## src/rtl/eq_volume_limiter.sv

```systemverilog
`default_nettype none
// ============================================================================
// Module   : eq_volume_limiter
// Brief    : EQ output stage. Applies a programmable signed per-channel
//            volume gain (one multiplier shared between L and R), rounds
//            half-up, saturates back to DATA_W bits, counts clip events and
//            strobes the scaled pair to the output formatter.
//            Optional peak meter enabled by defining EQ_VOL_PEAK_METER_EN.
// Revision : 1.0 - initial release
// ============================================================================
module eq_volume_limiter #(
    parameter int DATA_W    = 24,
    parameter int GAIN_W    = 16,
    parameter int GAIN_FRAC = 14
) (
    input  logic              clk,
    input  logic              reset,
    input  logic              run,
    input  logic              vol_wr,
    input  logic              vol_sel,
    input  logic [7:0]        vol_lsb,
    input  logic [7:0]        vol_msb,
    input  logic              clip_clr,
    input  logic              l_data_en,
    input  logic              r_data_en,
    input  logic [DATA_W-1:0] l_data_in,
    input  logic [DATA_W-1:0] r_data_in,
    output logic              l_data_valid,
    output logic              r_data_valid,
    output logic [DATA_W-1:0] l_data_out,
    output logic [DATA_W-1:0] r_data_out,
    output logic [15:0]       clip_count,
    output logic              overrun,
    output logic              busy,
    output logic [DATA_W-2:0] l_peak,
    output logic [DATA_W-2:0] r_peak
);

    localparam int PROD_W = DATA_W + GAIN_W;

    localparam logic [GAIN_W-1:0] c_unity =
        {{(GAIN_W-GAIN_FRAC-1){1'b0}}, 1'b1, {GAIN_FRAC{1'b0}}};
    localparam logic [PROD_W-1:0] c_round =
        {{(PROD_W-GAIN_FRAC){1'b0}}, 1'b1, {(GAIN_FRAC-1){1'b0}}};
    localparam logic signed [PROD_W-1:0] c_pos_lim =
        {{(PROD_W-DATA_W+1){1'b0}}, {(DATA_W-1){1'b1}}};
    localparam logic signed [PROD_W-1:0] c_neg_lim =
        {{(PROD_W-DATA_W+1){1'b1}}, {(DATA_W-1){1'b0}}};
    localparam logic [DATA_W-1:0] c_out_max = {1'b0, {(DATA_W-1){1'b1}}};
    localparam logic [DATA_W-1:0] c_out_min = {1'b1, {(DATA_W-1){1'b0}}};

    typedef enum logic [1:0] {
        S_IDLE  = 2'd0,
        S_MUL_L = 2'd1,
        S_MUL_R = 2'd2,
        S_SAT   = 2'd3
    } state_t;

    state_t              state_q, state_d;
    logic [GAIN_W-1:0]   stage_l_q, stage_l_d, stage_r_q, stage_r_d;
    logic [GAIN_W-1:0]   gain_l_q, gain_l_d, gain_r_q, gain_r_d;
    logic [DATA_W-1:0]   l_in_q, l_in_d, r_in_q, r_in_d;
    logic [PROD_W-1:0]   prod_l_q, prod_l_d, prod_r_q, prod_r_d;
    logic [DATA_W-1:0]   l_out_q, l_out_d, r_out_q, r_out_d;
    logic                valid_q, valid_d;
    logic [15:0]         clip_cnt_q, clip_cnt_d;
    logic                overrun_q, overrun_d;

    logic                w_strobe;
    logic [GAIN_W-1:0]   w_vol_word;
    logic [DATA_W-1:0]   w_mul_a;
    logic [GAIN_W-1:0]   w_mul_b;
    logic [PROD_W-1:0]   w_prod;
    logic [DATA_W:0]     w_l_rs, w_r_rs;
    logic [1:0]          w_clip_add;
    logic [16:0]         w_clip_sum;

    // Round half up, then clamp to the signed DATA_W range; MSB flags a clip.
    function automatic logic [DATA_W:0] round_sat(input logic [PROD_W-1:0] prod);
        logic signed [PROD_W-1:0] shifted;
        shifted = $signed(prod + c_round) >>> GAIN_FRAC;
        if (shifted > c_pos_lim)
            round_sat = {1'b1, c_out_max};
        else if (shifted < c_neg_lim)
            round_sat = {1'b1, c_out_min};
        else
            round_sat = {1'b0, shifted[DATA_W-1:0]};
    endfunction

    assign w_strobe   = l_data_en | r_data_en;
    assign w_vol_word = {vol_msb, vol_lsb};

    // Single shared multiplier: left operands except in the MUL_R state.
    // Operands are sign-extended so the truncated product is exact.
    assign w_mul_a = (state_q == S_MUL_R) ? r_in_q   : l_in_q;
    assign w_mul_b = (state_q == S_MUL_R) ? gain_r_q : gain_l_q;
    assign w_prod  = {{GAIN_W{w_mul_a[DATA_W-1]}}, w_mul_a} *
                     {{DATA_W{w_mul_b[GAIN_W-1]}}, w_mul_b};

    assign w_l_rs     = round_sat(prod_l_q);
    assign w_r_rs     = round_sat(prod_r_q);
    assign w_clip_add = {1'b0, w_l_rs[DATA_W]} + {1'b0, w_r_rs[DATA_W]};
    assign w_clip_sum = {1'b0, clip_cnt_q} + {15'd0, w_clip_add};

    // Gain staging: active gains follow staging only while idle with no strobe,
    // so a sample in flight never sees a gain change.
    always_comb begin
        stage_l_d = stage_l_q;
        stage_r_d = stage_r_q;
        gain_l_d  = gain_l_q;
        gain_r_d  = gain_r_q;
        if (vol_wr) begin
            if (vol_sel)
                stage_r_d = w_vol_word;
            else
                stage_l_d = w_vol_word;
        end
        if ((state_q == S_IDLE) && !w_strobe) begin
            gain_l_d = stage_l_q;
            gain_r_d = stage_r_q;
        end
    end

    // Sequencer and datapath: capture, multiply L, multiply R, saturate/emit.
    always_comb begin
        state_d    = state_q;
        l_in_d     = l_in_q;
        r_in_d     = r_in_q;
        prod_l_d   = prod_l_q;
        prod_r_d   = prod_r_q;
        l_out_d    = l_out_q;
        r_out_d    = r_out_q;
        valid_d    = 1'b0;
        clip_cnt_d = clip_cnt_q;
        overrun_d  = overrun_q;

        case (state_q)
            S_IDLE: begin
                if (w_strobe && run) begin
                    state_d = S_MUL_L;
                    l_in_d  = l_data_in;
                    r_in_d  = r_data_in;
                end
            end
            S_MUL_L: begin
                if (run) begin
                    prod_l_d = w_prod;
                    state_d  = S_MUL_R;
                end else begin
                    state_d  = S_IDLE;
                end
            end
            S_MUL_R: begin
                if (run) begin
                    prod_r_d = w_prod;
                    state_d  = S_SAT;
                end else begin
                    state_d  = S_IDLE;
                end
            end
            S_SAT: begin
                state_d = S_IDLE;
                if (run) begin
                    valid_d    = 1'b1;
                    l_out_d    = w_l_rs[DATA_W-1:0];
                    r_out_d    = w_r_rs[DATA_W-1:0];
                    clip_cnt_d = w_clip_sum[16] ? 16'hFFFF : w_clip_sum[15:0];
                end
            end
            default: state_d = S_IDLE;
        endcase

        // A strobe arriving mid-sequence is dropped and flagged.
        if (w_strobe && (state_q != S_IDLE))
            overrun_d = 1'b1;

        // Clear has priority over a same-cycle clip or overrun.
        if (clip_clr) begin
            clip_cnt_d = 16'd0;
            overrun_d  = 1'b0;
        end
    end

    // State and datapath registers.
    always_ff @(posedge clk or posedge reset) begin
        if (reset) begin
            state_q    <= S_IDLE;
            stage_l_q  <= c_unity;
            stage_r_q  <= c_unity;
            gain_l_q   <= c_unity;
            gain_r_q   <= c_unity;
            l_in_q     <= '0;
            r_in_q     <= '0;
            prod_l_q   <= '0;
            prod_r_q   <= '0;
            l_out_q    <= '0;
            r_out_q    <= '0;
            valid_q    <= 1'b0;
            clip_cnt_q <= 16'd0;
            overrun_q  <= 1'b0;
        end else begin
            state_q    <= state_d;
            stage_l_q  <= stage_l_d;
            stage_r_q  <= stage_r_d;
            gain_l_q   <= gain_l_d;
            gain_r_q   <= gain_r_d;
            l_in_q     <= l_in_d;
            r_in_q     <= r_in_d;
            prod_l_q   <= prod_l_d;
            prod_r_q   <= prod_r_d;
            l_out_q    <= l_out_d;
            r_out_q    <= r_out_d;
            valid_q    <= valid_d;
            clip_cnt_q <= clip_cnt_d;
            overrun_q  <= overrun_d;
        end
    end

    assign l_data_valid = valid_q;
    assign r_data_valid = valid_q;
    assign l_data_out   = l_out_q;
    assign r_data_out   = r_out_q;
    assign clip_count   = clip_cnt_q;
    assign overrun      = overrun_q;
    assign busy         = (state_q != S_IDLE);

`ifdef EQ_VOL_PEAK_METER_EN
    logic [DATA_W-2:0] l_peak_q, l_peak_d, r_peak_q, r_peak_d;
    logic [DATA_W-2:0] w_l_mag, w_r_mag;

    // Magnitude of a saturated sample; the most negative code maps to max.
    function automatic logic [DATA_W-2:0] mag(input logic [DATA_W-1:0] s);
        if (!s[DATA_W-1])
            mag = s[DATA_W-2:0];
        else if (s == c_out_min)
            mag = '1;
        else
            mag = ~s[DATA_W-2:0] + {{(DATA_W-2){1'b0}}, 1'b1};
    endfunction

    assign w_l_mag = mag(w_l_rs[DATA_W-1:0]);
    assign w_r_mag = mag(w_r_rs[DATA_W-1:0]);

    // Peak hold: track the largest emitted magnitude until cleared.
    always_comb begin
        l_peak_d = l_peak_q;
        r_peak_d = r_peak_q;
        if ((state_q == S_SAT) && run) begin
            if (w_l_mag > l_peak_q)
                l_peak_d = w_l_mag;
            if (w_r_mag > r_peak_q)
                r_peak_d = w_r_mag;
        end
        if (clip_clr) begin
            l_peak_d = '0;
            r_peak_d = '0;
        end
    end

    // Peak registers.
    always_ff @(posedge clk or posedge reset) begin
        if (reset) begin
            l_peak_q <= '0;
            r_peak_q <= '0;
        end else begin
            l_peak_q <= l_peak_d;
            r_peak_q <= r_peak_d;
        end
    end

    assign l_peak = l_peak_q;
    assign r_peak = r_peak_q;
`else
    assign l_peak = '0;
    assign r_peak = '0;
`endif

endmodule
`default_nettype wire

```

## config.mk

```make
export PLATFORM = sky130hd
export DESIGN_NAME = eq_volume_limiter
export DESIGN_NICKNAME = d
export VERILOG_FILES = /design/src/rtl/eq_volume_limiter.sv
export SDC_FILE = /design/constraint.sdc
export NUM_CORES = 2
export LEC_CHECK = 0
export CORE_MARGIN = 2
export CORE_UTILIZATION = 35
export DETAILED_ROUTE_END_ITERATION = 10
export SLEW_MARGIN = 10
export SYNTH_ARGS = -nofsm -noshare
export SYNTH_HDL_FRONTEND = slang
export SYNTH_SLANG_ARGS = --single-unit
export TNS_END_PERCENT = 100
```

## constraint.sdc

```tcl
create_clock -name clk -period 11.95 [get_ports clk]
set_clock_uncertainty 0.05 [all_clocks]
set_input_delay 2.39 -clock clk [delete_from_list [all_inputs] [get_ports clk]]
set_output_delay 2.39 -clock clk [all_outputs]
set_load 0.02 [all_outputs]
```

-- Word level (Yosys, flattened, before mapping)
Cells that the tools add are included.
W data, S select, Z words.
- memory bits (writable): 0
- latch bits: 0
- memories kept: 0
- flip-flop bits (word level): 260
- ROM bits: 0
- output and inout port bits: 114
- bits of input ports: 72
- mux-type cells: 18
- shift-type cells: 0
- bitwise gates (word level): 2
- divide/modulo/power cells: 0
- order comparisons: 4
- reduce and logical (&&, ||, !) cells: 16
- add/subtract/negate cells: 4
- equal/unequal tests: 4
- multiply operators: 1
- operators by type and width (cell ; count):
    $mux W25 ; 4
    $add A40 B14 Y40 const B ; 2
    $mux W16 ; 5
    $gt A26 B24 Y1 const B ; 2
    $lt A26 B24 Y1 const B ; 2
    $mul A24 B16 Y40 ; 1
    $mux W24 ; 1
    $add A16 B2 Y17 ; 1
    $reduce_and A2 Y1 ; 7
    $pmux W2 S4 ; 1
    $reduce_bool A2 Y1 ; 4
    $mux W2 ; 3
    $eq A2 B2 Y1 const B ; 2
    $mux W1 ; 4
    $logic_and A1 B1 Y1 ; 3
    $add A1 B1 Y2 ; 1
    $eq A2 B1 Y1 const B ; 1
    $logic_not A2 Y1 ; 1
    $ne A2 B1 Y1 const B ; 1
    $logic_not A1 Y1 ; 1
    $not A1 Y1 ; 1
    $or A1 B1 Y1 ; 1

-- Logic depth before layout (Yosys ltp)
- depth after elaboration: 10
- mapped depth: 27
- depth with buffers taken out: 25

-- Least setup slack after synthesis
OpenSTA, ideal clock, no wires.
- path kind: register to register
- from: reg state_q[0]
- to: reg prod_l_q[37]
- data required time: 11831 ps
- cell stages (with the launch flop): 27
- arrival: 7664 ps
- path slack: 4167 ps
- clock period less this slack: 7783 ps
- cells stage by stage: dfrtp_1 -> nand2b_1 -> buf_4 -> clkbuf_1 -> clkbuf_1 -> mux2i_1 -> nor2_1 -> fa_1 -> inv_1 -> fa_1 -> inv_1 -> fa_1 -> fa_1 -> fa_1 -> inv_1 -> fa_1 -> inv_1 -> ha_1 -> clkbuf_1 -> a211o_1 -> a21oi_1 -> o21ai_0 -> o21ai_0 -> a41oi_4 -> and4_1 -> or4_1 -> nand3_1
- cells in the longest elaborated chain, start to end: 3
- elaborated cells on any way between the ends: 6
- classes of those cells: mul (1); eq/ne (2); mux (2); reduce/logical (1)
- RTL lines (element ; line ; text):
    start, declared ; 59 ; state_t state_q, state_d;
    start signal, assigned ; 202 ; state_q <= state_d;
    $eq A2 B2 Y1 ; 95, 96 ;
    $mux W24 or $mux W16 (tied branches) ; 95, 96 ;
    $mul A24 B16 Y40 ; 97 ; assign w_prod = {{GAIN_W{w_mul_a[DATA_W-1]}}, w_mul_a} *
    end signal, assigned ; 209 ; prod_l_q <= prod_l_d;
    end, declared ; 63 ; logic [PROD_W-1:0] prod_l_q, prod_l_d, prod_r_q, prod_r_d;
Several ways; a longest one is shown, not always the timed one.
A chain may end at the register's enable or synchronous reset.

-- Worst setup path in the final report
- from: reg state_q[0]
- to: reg prod_r_q[37]
- cells in the longest elaborated chain, start to end: 3
- elaborated cells on any way between the ends: 5
- classes of those cells: mul (1); eq/ne (1); mux (2); reduce/logical (1)
- RTL lines (element ; line ; text):
    $eq A2 B2 Y1 * ; 95, 96, 137 ;
    $mux W24 or $mux W16 (tied branches) ; 95, 96 ;
    $mul A24 B16 Y40 ; 97 ;
    end signal, assigned ; 210 ; prod_r_q <= prod_r_d;
    end, declared ; 63 ;
Mark *: on every way between the ends. The rest lies on a longest branch, timed or not.

==> flow_summary_export.csv <==
group,metric,value,unit
timing,slew_headroom,20.0,%
drt,drt_first_iter_violations,1088,
cells_and_area,drive_above_1_share,9.62,%
clock_tree,cts_buffers,27,
synthesis,syn_area_per_cell,9.63,um^2
critical_path,critical_path_class,"reg -> reg",
clock_tree,cts.clk_slew.worst_paths,60,ps
run_status,status,"finished, final reports clean",
clock_tree,cts_setup_buffers,0,
clock_tree,clock_latency,550,ps
timing,setup_viol,0,
clock_tree,cts_resized,0,
timing,maxSlewViolCount,0,
critical_path,ff2ff_setup_slack,3040,ps
critical_path,r2r_start,"state_q[0]",
drt,wire_per_inst,17.4,um
die,ios,186,
timing,finalSetupTns,0,ps
synthesis,ys_seq_area_share,23.7,%
critical_path,cp-end-kind,"flip-flop",
critical_path,cp_max_fo,56,
clock_tree,clk_path_buf_depth,3,
timing,hold_viol,0,
synthesis,yosys_register_bits,234,
drt,ant_nets,0,
timing,period_needed,8910,ps
critical_path,arrival,9350,ps
critical_path,critPathLaunchType,"flip-flop",
die,core-area,69900,um^2
drt,drtPass1Iterations,5,
place,dp_hpwl,51000,um
drt,post_drt_via_cell_ratio,4.87,
place,io_buffers,139,
timing,max_slew.worst_pin.slew,1170,ps
run,cap_viol_max_count,0,
drt,drt_wl_total,63000,um
drt,vias,17656,
synthesis,async_flop_share,100,%
global_routing,grt_pass1_vias,18168,
die,die_w,270,um
global_routing,grt_pass1_wl,103000,um
die,start_util,35.3,%
drt,drc,0,
cells_and_area,layout-area-overhead-vs-synth,13.1,%
clock_tree,cts_sinks,234,
timing,fmax,112,MHz
synthesis,ys.flop_type,"dfrtp_1",
clock_tree,clock-root-buffer,"clkbuf_16",
clock_tree,cts_hold_buf,0,
cells_and_area,nNetsFinal,3206,
die,die_h,270,um
cells_and_area,n_antenna_cell,0,
synthesis,synth_area,24700,um^2
global_routing,grtUsageTotal,17.7,%
timing,min_period_over_period,74.6,%
synthesis,ys_warn_count,0,
synthesis,yosysUniqueCellTypes,68,
critical_path,crit_path_start,"state_q[0]",
clock_tree,htree_num_levels,1,
critical_path,r2r_cells,23,
critical_path,cp-endpoint,"prod_r_q[37]",
critical_path,crit_required,12380,ps
global_routing,grt_max_degree,104,
hold_path,hold_path_class,"reg -> reg",
global_routing,grt-ovfl-total,0,
critical_path,rr_endpoint,"prod_r_q[37]",
synthesis,syn_inst,2564,
timing,rsz0062_at_grt,"no",
global_routing,grt_antenna_before_repair,0,
die,dieArea,72700,um^2
clock_tree,cts_tree,"done",
die,rows,97,
place,gp_congestion,0.903,
synthesis,synth_edf_count,0,
## synth_stat cells (all sizes together) (15+ instances only)
| cell | count | area, um^2 |
|---|---|---|
| o21a | 29 | 218 |
| o22ai | 26 | 163 |
| xnor2 | 37 | 324 |
| nand3 | 44 | 220 |
| nor2 | 230 | 863 |
| dfrtp | 230 | 5760 |
| fa | 374 | 7490 |
| a21o | 17 | 128 |
| a21oi | 45 | 225 |
| nor3 | 16 | 80.1 |
| nand4 | 15 | 93.8 |
| o21ai | 71 | 355 |
| mux2i | 40 | 404 |
| ha | 98 | 1230 |
| mux2 | 151 | 1700 |
| and3 | 25 | 156 |
| clkbuf | 84 | 315 |
| inv | 470 | 1760 |
| buf | 62 | 415 |
| xor2 | 40 | 350 |
| nand2 | 315 | 1180 |
| o211ai | 27 | 203 |
## cells in the final DEF, fill, tap and decap left out, drive strengths merged, types with 37 or more instances in the layout
cell type	count
xor2	40
o21ai	71
xnor2	37
mux2	151
mux2i	40
dfrtp	230
nor2	230
inv	473
nand2	315
clkdlybuf4s50	139
fa	374
conb	46
nand3	44
ha	98
a21oi	45
## critical path, cell delays in order, from the launching register on
cell,delay [ps]
dfrtp_1,410
nand2b_4,710
buf_4,510
mux2i_1,790
nor2_1,160
fa_1,570
inv_1,60
fa_1,530
inv_1,60
fa_1,530
fa_1,520
fa_1,540
inv_1,50
fa_1,530
inv_1,40
ha_1,400
a211o_1,330
a21oi_1,230
o21ai_0,160
o21ai_0,400
a41oi_4,270
and4_1,330
or4_1,470
nand3_1,90
## registers in the layout, indices dropped and copies added (netlist names)
name,cells
overrun,1
r_data_out,24
l_data_valid,1
gain_l_q,16
prod_r_q,27
l_data_out,24
state_q,2
stage_l_q,16
gain_r_q,16
stage_r_q,16
clip_count,16
l_in_q,24
r_in_q,24
prod_l_q,27
## area by class of cell
cell class / instances / area [um^2]
Timing Repair Buffer: 170 / 1620
Tap cell: 940 / 1180
Clock inverter: 17 / 233
Inverter: 471 / 1780
Sequential cell: 234 / 5860
Clock buffer: 33 / 718
Fill cell: 7005 / 42000
Multi-Input combinational cell: 1758 / 16500
## metrics by stage
step                      worst slack, ps  util [%]  hold WS, ps  std cells  cell area, um^2
after global placement               3130      38.5          411       3573            26900
after detailed placement             3060      38.6          424       3573            27000
after global routing                 2610      39.9          457       3623            27900
after floorplan                      3100         -          424       2609            24900
final                                3040      39.9          430       3623            27900
after CTS                            3030      39.9          438       3623            27900
## how the worst min path moves through the flow
| stage | cells past startpoint | endpoint | slack (ps) | startpoint |
|---|---|---|---|---|
| detailed placement | 2 | r_data_out[23] | 420 | r_data_out[23] |
| global route | 1 | r_data_out[8] | 460 | r_data_out[8] |
| finish | 2 | r_data_out[23] | 430 | r_data_out[23] |
| global placement | 2 | l_data_out[0] | 410 | l_data_out[0] |
| CTS | 2 | l_data_out[0] | 440 | l_data_out[0] |
| floorplan | 1 | gain_r_q[15] | 420 | stage_r_q[15] |
## layer usage
layer	vias to the layer above	part of all wire, %	global-route usage, %
li1	8169	-	-
met3	73	7.2	4.05
met4	0	2.1	3.61
met2	523	42	26.2
met5	-	0	0
met1	8891	49	26.3
## logic make-up after synthesis
group / share of synthesized area [%]
other: 0.0152
AO/OA/AOI/OAI: 7.43
XOR/XNOR: 2.73
adder cells (fa/ha/maj): 35.3
buffers and inverters: 10.1
AND/OR/NAND/NOR: 12.1
flip-flops: 23.7
multiplexers: 8.53
Power is left out: the tool's default activity adds up to more than one toggle a clock period on the data nets, which glitch-free logic cannot reach.
